### src/rtl/speaker_i2s_drive_if.sv
// Bundles the tone/volume inputs and the audio DAC pins of speaker_i2s_drive.
// The master side drives vol_data/note_div; the slave side (the driver) drives the audio pins.
interface speaker_i2s_drive_if #(
  parameter int NOTE_DIV_W = 22
);
  logic [31:0]           vol_data;
  logic [NOTE_DIV_W-1:0] note_div;
  logic                  audio_mclk;
  logic                  audio_lrck;
  logic                  audio_sck;
  logic                  audio_sdin;
  logic                  sample_strobe;

  modport master (
    output vol_data, note_div,
    input  audio_mclk, audio_lrck, audio_sck, audio_sdin, sample_strobe
  );

  modport slave (
    input  vol_data, note_div,
    output audio_mclk, audio_lrck, audio_sck, audio_sdin, sample_strobe
  );
endinterface

### src/rtl/speaker_i2s_drive.sv
// Square-wave tone generator serialized onto a 16-bit-per-channel I2S-style DAC link.
// Define I2S_DELAY_EN for Philips timing (sdin delayed one sck period); default is left-justified.
module speaker_i2s_drive #(
  parameter int NOTE_DIV_W = 22,
  parameter int SAMPLE_W   = 16
) (
  input logic                clk,
  input logic                rst,
  speaker_i2s_drive_if.slave bus
);

  localparam int FRAME_W = 2 * SAMPLE_W;
  localparam logic [NOTE_DIV_W-1:0] NOTE_ONE = NOTE_DIV_W'(1);

  logic [8:0]            cnt_q, cnt_d;
  logic [NOTE_DIV_W-1:0] tone_cnt_q, tone_cnt_d;
  logic                  b_clk_q, b_clk_d;
  logic [FRAME_W-1:0]    shift_q, shift_d;
  logic                  sdin_q, sdin_d;
  logic                  mclk_q, mclk_d;
  logic                  sck_q, sck_d;
  logic                  lrck_q, lrck_d;
  logic                  strobe_q, strobe_d;
`ifdef I2S_DELAY_EN
  logic                  dly_q, dly_d;
`endif

  logic                  load_s;
  logic                  shift_en_s;
  logic                  silent_s;
  logic [SAMPLE_W-1:0]   sample_s;

  // Next-state logic for frame divider, tone generator and serializer.
  always_comb begin
    cnt_d      = cnt_q + 9'd1;
    load_s     = (cnt_q == 9'd511);
    shift_en_s = (cnt_q[3:0] == 4'hF) && !load_s;
    silent_s   = (bus.note_div == '0);

    // The >= compare lets a shrinking note_div wrap immediately instead of running away.
    if (silent_s) begin
      tone_cnt_d = '0;
      b_clk_d    = 1'b0;
    end else if (tone_cnt_q >= (bus.note_div - NOTE_ONE)) begin
      tone_cnt_d = '0;
      b_clk_d    = !b_clk_q;
    end else begin
      tone_cnt_d = tone_cnt_q + NOTE_ONE;
      b_clk_d    = b_clk_q;
    end

    if (silent_s) begin
      sample_s = '0;
    end else if (b_clk_q) begin
      sample_s = bus.vol_data[2*SAMPLE_W-1:SAMPLE_W];
    end else begin
      sample_s = bus.vol_data[SAMPLE_W-1:0];
    end

    if (load_s) begin
      shift_d = {sample_s, sample_s};
    end else if (shift_en_s) begin
      shift_d = {shift_q[FRAME_W-2:0], 1'b0};
    end else begin
      shift_d = shift_q;
    end

`ifdef I2S_DELAY_EN
    // One extra stage pushes every bit a full sck period later.
    if (load_s || shift_en_s) begin
      dly_d  = shift_d[FRAME_W-1];
      sdin_d = dly_q;
    end else begin
      dly_d  = dly_q;
      sdin_d = sdin_q;
    end
`else
    if (load_s || shift_en_s) begin
      sdin_d = shift_d[FRAME_W-1];
    end else begin
      sdin_d = sdin_q;
    end
`endif

    // Clock outputs are registered from cnt_d so they line up with cnt_q.
    mclk_d   = cnt_d[1];
    sck_d    = cnt_d[3];
    lrck_d   = cnt_d[8];
    strobe_d = (cnt_d == 9'd511);
  end

  // State and output registers with synchronous reset.
  always_ff @(posedge clk) begin
    if (rst) begin
      cnt_q      <= 9'd0;
      tone_cnt_q <= '0;
      b_clk_q    <= 1'b0;
      shift_q    <= '0;
      sdin_q     <= 1'b0;
      mclk_q     <= 1'b0;
      sck_q      <= 1'b0;
      lrck_q     <= 1'b0;
      strobe_q   <= 1'b0;
`ifdef I2S_DELAY_EN
      dly_q      <= 1'b0;
`endif
    end else begin
      cnt_q      <= cnt_d;
      tone_cnt_q <= tone_cnt_d;
      b_clk_q    <= b_clk_d;
      shift_q    <= shift_d;
      sdin_q     <= sdin_d;
      mclk_q     <= mclk_d;
      sck_q      <= sck_d;
      lrck_q     <= lrck_d;
      strobe_q   <= strobe_d;
`ifdef I2S_DELAY_EN
      dly_q      <= dly_d;
`endif
    end
  end

  assign bus.audio_mclk    = mclk_q;
  assign bus.audio_sck     = sck_q;
  assign bus.audio_lrck    = lrck_q;
  assign bus.audio_sdin    = sdin_q;
  assign bus.sample_strobe = strobe_q;

endmodule
### src/flat_wrapper.sv
// flat-port wrapper written by rule: the top's interface ports become plain ports
module speaker_i2s_drive_flat 
#(
  parameter int NOTE_DIV_W = 22,
  parameter int SAMPLE_W   = 16
)
  (clk, rst, bus_vol_data, bus_note_div, bus_audio_mclk, bus_audio_lrck, bus_audio_sck, bus_audio_sdin, bus_sample_strobe);
  speaker_i2s_drive_if #(.NOTE_DIV_W(NOTE_DIV_W)) bus_i ();
  input logic clk;
  input logic rst;
  input wire logic [$bits(bus_i.vol_data)-1:0] bus_vol_data;
  input wire logic [$bits(bus_i.note_div)-1:0] bus_note_div;
  output wire logic [$bits(bus_i.audio_mclk)-1:0] bus_audio_mclk;
  output wire logic [$bits(bus_i.audio_lrck)-1:0] bus_audio_lrck;
  output wire logic [$bits(bus_i.audio_sck)-1:0] bus_audio_sck;
  output wire logic [$bits(bus_i.audio_sdin)-1:0] bus_audio_sdin;
  output wire logic [$bits(bus_i.sample_strobe)-1:0] bus_sample_strobe;
  assign bus_i.vol_data = bus_vol_data;
  assign bus_i.note_div = bus_note_div;
  assign bus_audio_mclk = bus_i.audio_mclk;
  assign bus_audio_lrck = bus_i.audio_lrck;
  assign bus_audio_sck = bus_i.audio_sck;
  assign bus_audio_sdin = bus_i.audio_sdin;
  assign bus_sample_strobe = bus_i.sample_strobe;
  speaker_i2s_drive #(.NOTE_DIV_W(NOTE_DIV_W), .SAMPLE_W(SAMPLE_W)) u_core (.clk(clk), .rst(rst), .bus(bus_i));
endmodule
### config.mk
export PLATFORM = sky130hd
export DESIGN_NAME = speaker_i2s_drive_flat
export DESIGN_NICKNAME = d
export VERILOG_FILES = /design/src/rtl/speaker_i2s_drive_if.sv /design/src/rtl/speaker_i2s_drive.sv /design/src/flat_wrapper.sv
export SDC_FILE = /design/constraint.sdc
export NUM_CORES = 1
export LEC_CHECK = 0
export ABC_AREA = 1
export CAP_MARGIN = 20
export CORE_MARGIN = 2
export CORE_UTILIZATION = 50
export CTS_CLUSTER_DIAMETER = 200
export CTS_CLUSTER_SIZE = 8
export DETAILED_ROUTE_END_ITERATION = 16
export GPL_TIMING_DRIVEN = 0
export HOLD_SLACK_MARGIN = 0.1
export PLACE_DENSITY = 0.74
export SLEW_MARGIN = 20
export SYNTH_ARGS = -nofsm -noshare
export SYNTH_HDL_FRONTEND = slang
export SYNTH_SLANG_ARGS = --single-unit
### constraint.sdc
create_clock -name clk -period 3.1 [get_ports clk]
set_clock_uncertainty 0.1 [all_clocks]
set_input_delay 0.465 -clock clk [delete_from_list [all_inputs] [get_ports clk]]
set_output_delay 0.465 -clock clk [all_outputs]
set_load 0.05 [all_outputs]
### After elaboration in Yosys (flattened, before gate mapping)

Cells that the tools add are included.

* register bits after elaboration: 69
* word-level logic and storage cells: 29
* bits of input ports: 56

* equal/unequal tests: 3
* multiplexer cells: 4
* $lt $le $gt $ge: 1
* reductions and logical operators: 8
* add/subtract/negate cells: 3

Operators with widths (number)
* $mux W32: 2
* $mux W16: 2
* $add A22 B1 Y22 const B: 1
* $ge A22 B22 Y1: 1
* $logic_not A22 Y1: 1
* $sub A22 B1 Y22 const B: 1
* $eq A9 B9 Y1 const B: 2
* $add A9 B1 Y9 const B: 1
* $eq A4 B4 Y1 const B: 1
* $reduce_or A3 Y1: 1
* $logic_not A1 Y1: 2
* $reduce_bool A2 Y1: 1
* $reduce_or A2 Y1: 1
* $logic_and A1 B1 Y1: 1
* $logic_or A1 B1 Y1: 1

### Logic depth before layout (Yosys ltp)

* depth after elaboration: 5
* depth in mapped cells: 20
* depth with buffers taken out: 19

### Worst setup path after synthesis

Ideal clock, no wire load.

* path type: input -> register
* start point: input port bus_note_div[0]
* end point: register u_core.tone_cnt_q[6]
* setup time: 0.061 ns
* data required time: 2.939 ns
* arrival: 2.712 ns
* cell stages on the path: 18
* setup slack: 0.226 ns
* buffers on the path: 1
* cell sequence: inv_1 > ha_1 > nand2_4 > nor3_2 > nand3_1 > nor2_1 > xor2_1 > inv_1 > ha_1 > nand2_1 > inv_1 > nand2_1 > nand2_1 > a21oi_1 > nand3_1 > or2_4 > buf_12 > nor2_4

* cells in the longest elaborated chain, start to end: 3
* elaborated cells on any way between the ends: 4

RTL lines
* start, declared: line flat_wrapper.sv:12 `input wire logic [$bits(bus_i.note_div)-1:0] bus_note_div;`
* $sub A22 B1 Y22: line speaker_i2s_drive.sv:44 `end else if (tone_cnt_q >= (bus.note_div - NOTE_ONE)) begin`
* $ge A22 B22 Y1: line speaker_i2s_drive.sv:44
* $reduce_or A3 Y1 (no line) (*)
* end signal, assigned: line speaker_i2s_drive.sv:109 `tone_cnt_q <= tone_cnt_d;`
* end, declared: line speaker_i2s_drive.sv:16 `logic [NOTE_DIV_W-1:0] tone_cnt_q, tone_cnt_d;`

Mark *: on every way between the ends. The rest lies on a longest branch, timed or not.
A chain may end at the register's enable or synchronous reset.

### Final worst setup path

* start point: input port bus_note_div[2]
* end point: register u_core.tone_cnt_q[2]

Same word-level chain as after synthesis.

==> flow_metrics.tcl <==
set metrics [dict create \
    status "complete, no violations" \
    worstMarginPinSlew_ns 0.5084 \
    syn_nets 669 \
    wl_per_cell_um 12.86 \
    clock-sinks 66 \
    port-buffer-count 59 \
    grt_pass1_wl_um 16260 \
    drive_gt1_share_pct 13.65 \
    cts.root.buffer_cell "clkbuf_8" \
    whs_path_depth 1 \
    irDropWorstVdd_uv 422.5 \
    finalCritPeriodShare_pct 95.78 \
    ys_seq_elements 66 \
    max-slew-margin-rel_pct 66.00 \
    maxCapViolCount 0 \
    routed_wl_um 10020 \
    ys_warn_count 0 \
    critPathRequiredTime_ns 3.28 \
    startpoint_type "primary input" \
    combPwrFrac_pct 12.0 \
    slew_violations 0 \
    hold_path_class "reg -> reg" \
    die_h_um 95.67 \
    htree_levels 3 \
    coreArea_mm2 0.008175 \
    n_antenna_cell 0 \
    r2r_slack_ns 0.69 \
    vias 3961 \
    grt-ovfl-total 0 \
    switching_share_pct 23.45 \
    cts_tree "yes" \
    path_class "in -> reg" \
    cts_buffer_depth 2 \
    hold_buffers 0 \
    p_per_area_mw_per_mm2 350.6 \
    setup_viol 0 \
    synth_area_leader_cell "dfxtp_1" \
    synth_cells 586 \
    max_freq_mhz 336.8 \
    worst_r2r_path_depth 11 \
    postLayoutCoreUtil_pct 65.82 \
    post-dp-hpwl_um 7352 \
    clkSlewWorstSetupHoldPaths_ns 0.06 \
    leakage_nw 2.225 \
    ios 61 \
    p_seq_share_pct 45.8 \
    switchingPower_w 0.0004424 \
    avgSynthCellArea_um2 7.170 \
    initial_core_util_pct 51.39 \
    avgViaCountPerCell 5.085 \
    finalHoldViolCount 0 \
    cp-end-kind "flip-flop" \
    synth_area_leaders "dfxtp_1, nand2_1, ha_1" \
    setup_tns_ns 0 \
    cts_buffers 9 \
    dp.cells 750 \
    drc 0 \
    drt-pass1-iter-count 5 \
    clock_latency_ns 0.34 \
    fin_cells 779 \
    yosysSeqAreaShare_pct 31.45 \
    path_max_fanout 6 \
    crit_arrival_ns 3.15 \
    fp-row-count 33 \
    area_growth_pct 28.08 \
    grt_start_max_net_pins 12 \
    netlist_area_mm2 0.004202 \
    drt.antenna.violating_nets 0 \
    dp_slack_ns -0.6680 \
    grt_pass1_vias 3629 \
    fin_crit_ns 2.969 \
    p_int_w 0.001444 \
    antenna_found_initial 0 \
    drt_iter0_drc 187 \
    grt_usage_pct 22.61 \
    num-fill-cells 702 \
    die_x_um 95.67 \
    layout.nets 752 \
    die_area_mm2 0.009153 \
    fin_ws_ns 0.1307 \
    power_frac_clock_pct 42.3 \
    routabilityCongestion 0.9203 \
    yosys.area.top_type_share_pct 31.45 \
    synth_cell_types 33 \
]
[metrics by stage]
| step | instance area [um^2] | power (W) | hold slack [ns] |
|---|---|---|---|
| finish | 5381 | 0.001887 | 0.3686 |
| global route | 5381 | 0.001955 | 0.4036 |
| CTS | 5213 | 0.001892 | 0.3706 |
| detailed placement | 4923 | 0.001091 | 0.3580 |
| global placement | 4923 | 0.001085 | 0.3445 |
| floorplan | 4202 | 0.0009877 | 0.3292 |
[synth_stat cells]
master    number
nand3_2        1
nor3_2         3
inv_1         52
a21o_1         2
a21oi_1        9
nand2_1      190
ha_1          27
clkbuf_1      13
nor3b_2        1
nand3_1       34
or2_4          1
o21ai_0        2
buf_1          1
buf_2          3
nand3b_2       1
nand3b_1       5
nor2_2         4
nor3_4         1
buf_12         2
nand2_2        2
or2_2          1
xor2_1        30
nand4_1        7
a31oi_1       30
clkinv_1       1
nor3_1         9
dfxtp_1       66
nor2_1        52
nand2_4        1
nor2_4        21
nor3b_1        1
xnor2_1       12
nand3_4        1
[repair_timing]
item                       4_1_cts  5_1_grt
pin swaps                        6       19
cloned                           0        2
setup buffers                    4        7
setup endpoints to repair       23       22
resized for setup               16       26
hold endpoints to repair         0        0
[metal layers]
metal	vias up	wire length, um	track usage (%)
li1	2050	-	-
met1	1803	4703	30.54
met2	99	4699	36.31
met3	9	537	5.296
met4	0	77	5.833
met5	-	0	0
[worst max-delay path: stages]
cell and delay [ns]:
clkdlybuf4s15_1 0.23, nor2_2 0.21, nand2_4 0.11, nor3_4 0.23, nand3_2 0.11, nor2_2 0.13, xor2_1 0.16, inv_1 0.07
ha_1 0.30, nand2_2 0.10, inv_1 0.04, nand2_1 0.06, nand2_1 0.08, a21oi_4 0.17, nand3_2 0.10, or2_4 0.33
clkbuf_16 0.19, nor2_4 0.06
[registers in the layout (all words and copies together) (netlist names)]
signal,flops
u_core.bus.audio_sdin,1
u_core.tone_cnt_q,22
u_core.b_clk_q,1
u_core.cnt_q,8
u_core.bus.audio_lrck,1
u_core.shift_q,32
u_core.bus.sample_strobe,1
[logic make-up after synthesis]
logic type      synth area share [%]
compound gates                 6.134
xor+xnor                       8.755
fa+ha+maj                      8.040
buf+inv                        7.296
flops                          31.45
simple gates                   38.33
[path summary, 6_finish.rpt]
kind / start / endpoint
setup / recovery: bus_note_div[2] / u_core.tone_cnt_q[2]
setup reg to reg: u_core.cnt_q[1] / u_core.shift_q[15]
hold / removal: u_core.cnt_q[0] / u_core.cnt_q[0]
hold reg to reg: u_core.cnt_q[0] / u_core.cnt_q[0]
[cell usage in the layout, fill, tap and decap left out, drive strengths merged]
master	netlist	layout
inv	52	52
nand3b	6	6
ha	27	27
o21ai	2	2
or2	2	2
a21oi	9	9
dlygate4sd2	0	1
bufinv	0	2
nand3	36	36
clkinv	1	3
a31oi	30	30
nand2	193	193
nand4	7	7
clkbuf	13	27
xor2	30	30
clkinvlp	0	1
dlymetal6s2s	0	9
clkdlybuf4s15	0	2
buf	6	17
nor2	77	77
nor3b	2	2
clkdlybuf4s50	0	46
nor3	13	13
a21o	2	2
xnor2	12	12
dfxtp	66	66
[layout make-up]
type	count	area, um^2	share of cell area (%)
buffer	19	107.6	2.000
inverter	53	198.9	3.697
tap	105	131.4	2.441
multi-input combinational	448	2664	49.50
sequential	66	1321	24.55
clock inverter	5	77.57	1.442
clock buffer	11	141.4	2.627
timing repair buffer	72	739.5	13.74
[power by group through the flow]
| stage | clock network [W] | registers (W) | logic, W |
|---|---|---|---|
| after floorplan | 0 | 0.000886 | 0.000102 |
| after global placement | 0 | 0.000883 | 0.000202 |
| after detailed placement | 0 | 0.000883 | 0.000208 |
| after CTS | 0.000815 | 0.000863 | 0.000213 |
| after global routing | 0.000843 | 0.000864 | 0.000248 |
| final | 0.000798 | 0.000864 | 0.000226 |
Power figures use the tool's default switching activity.
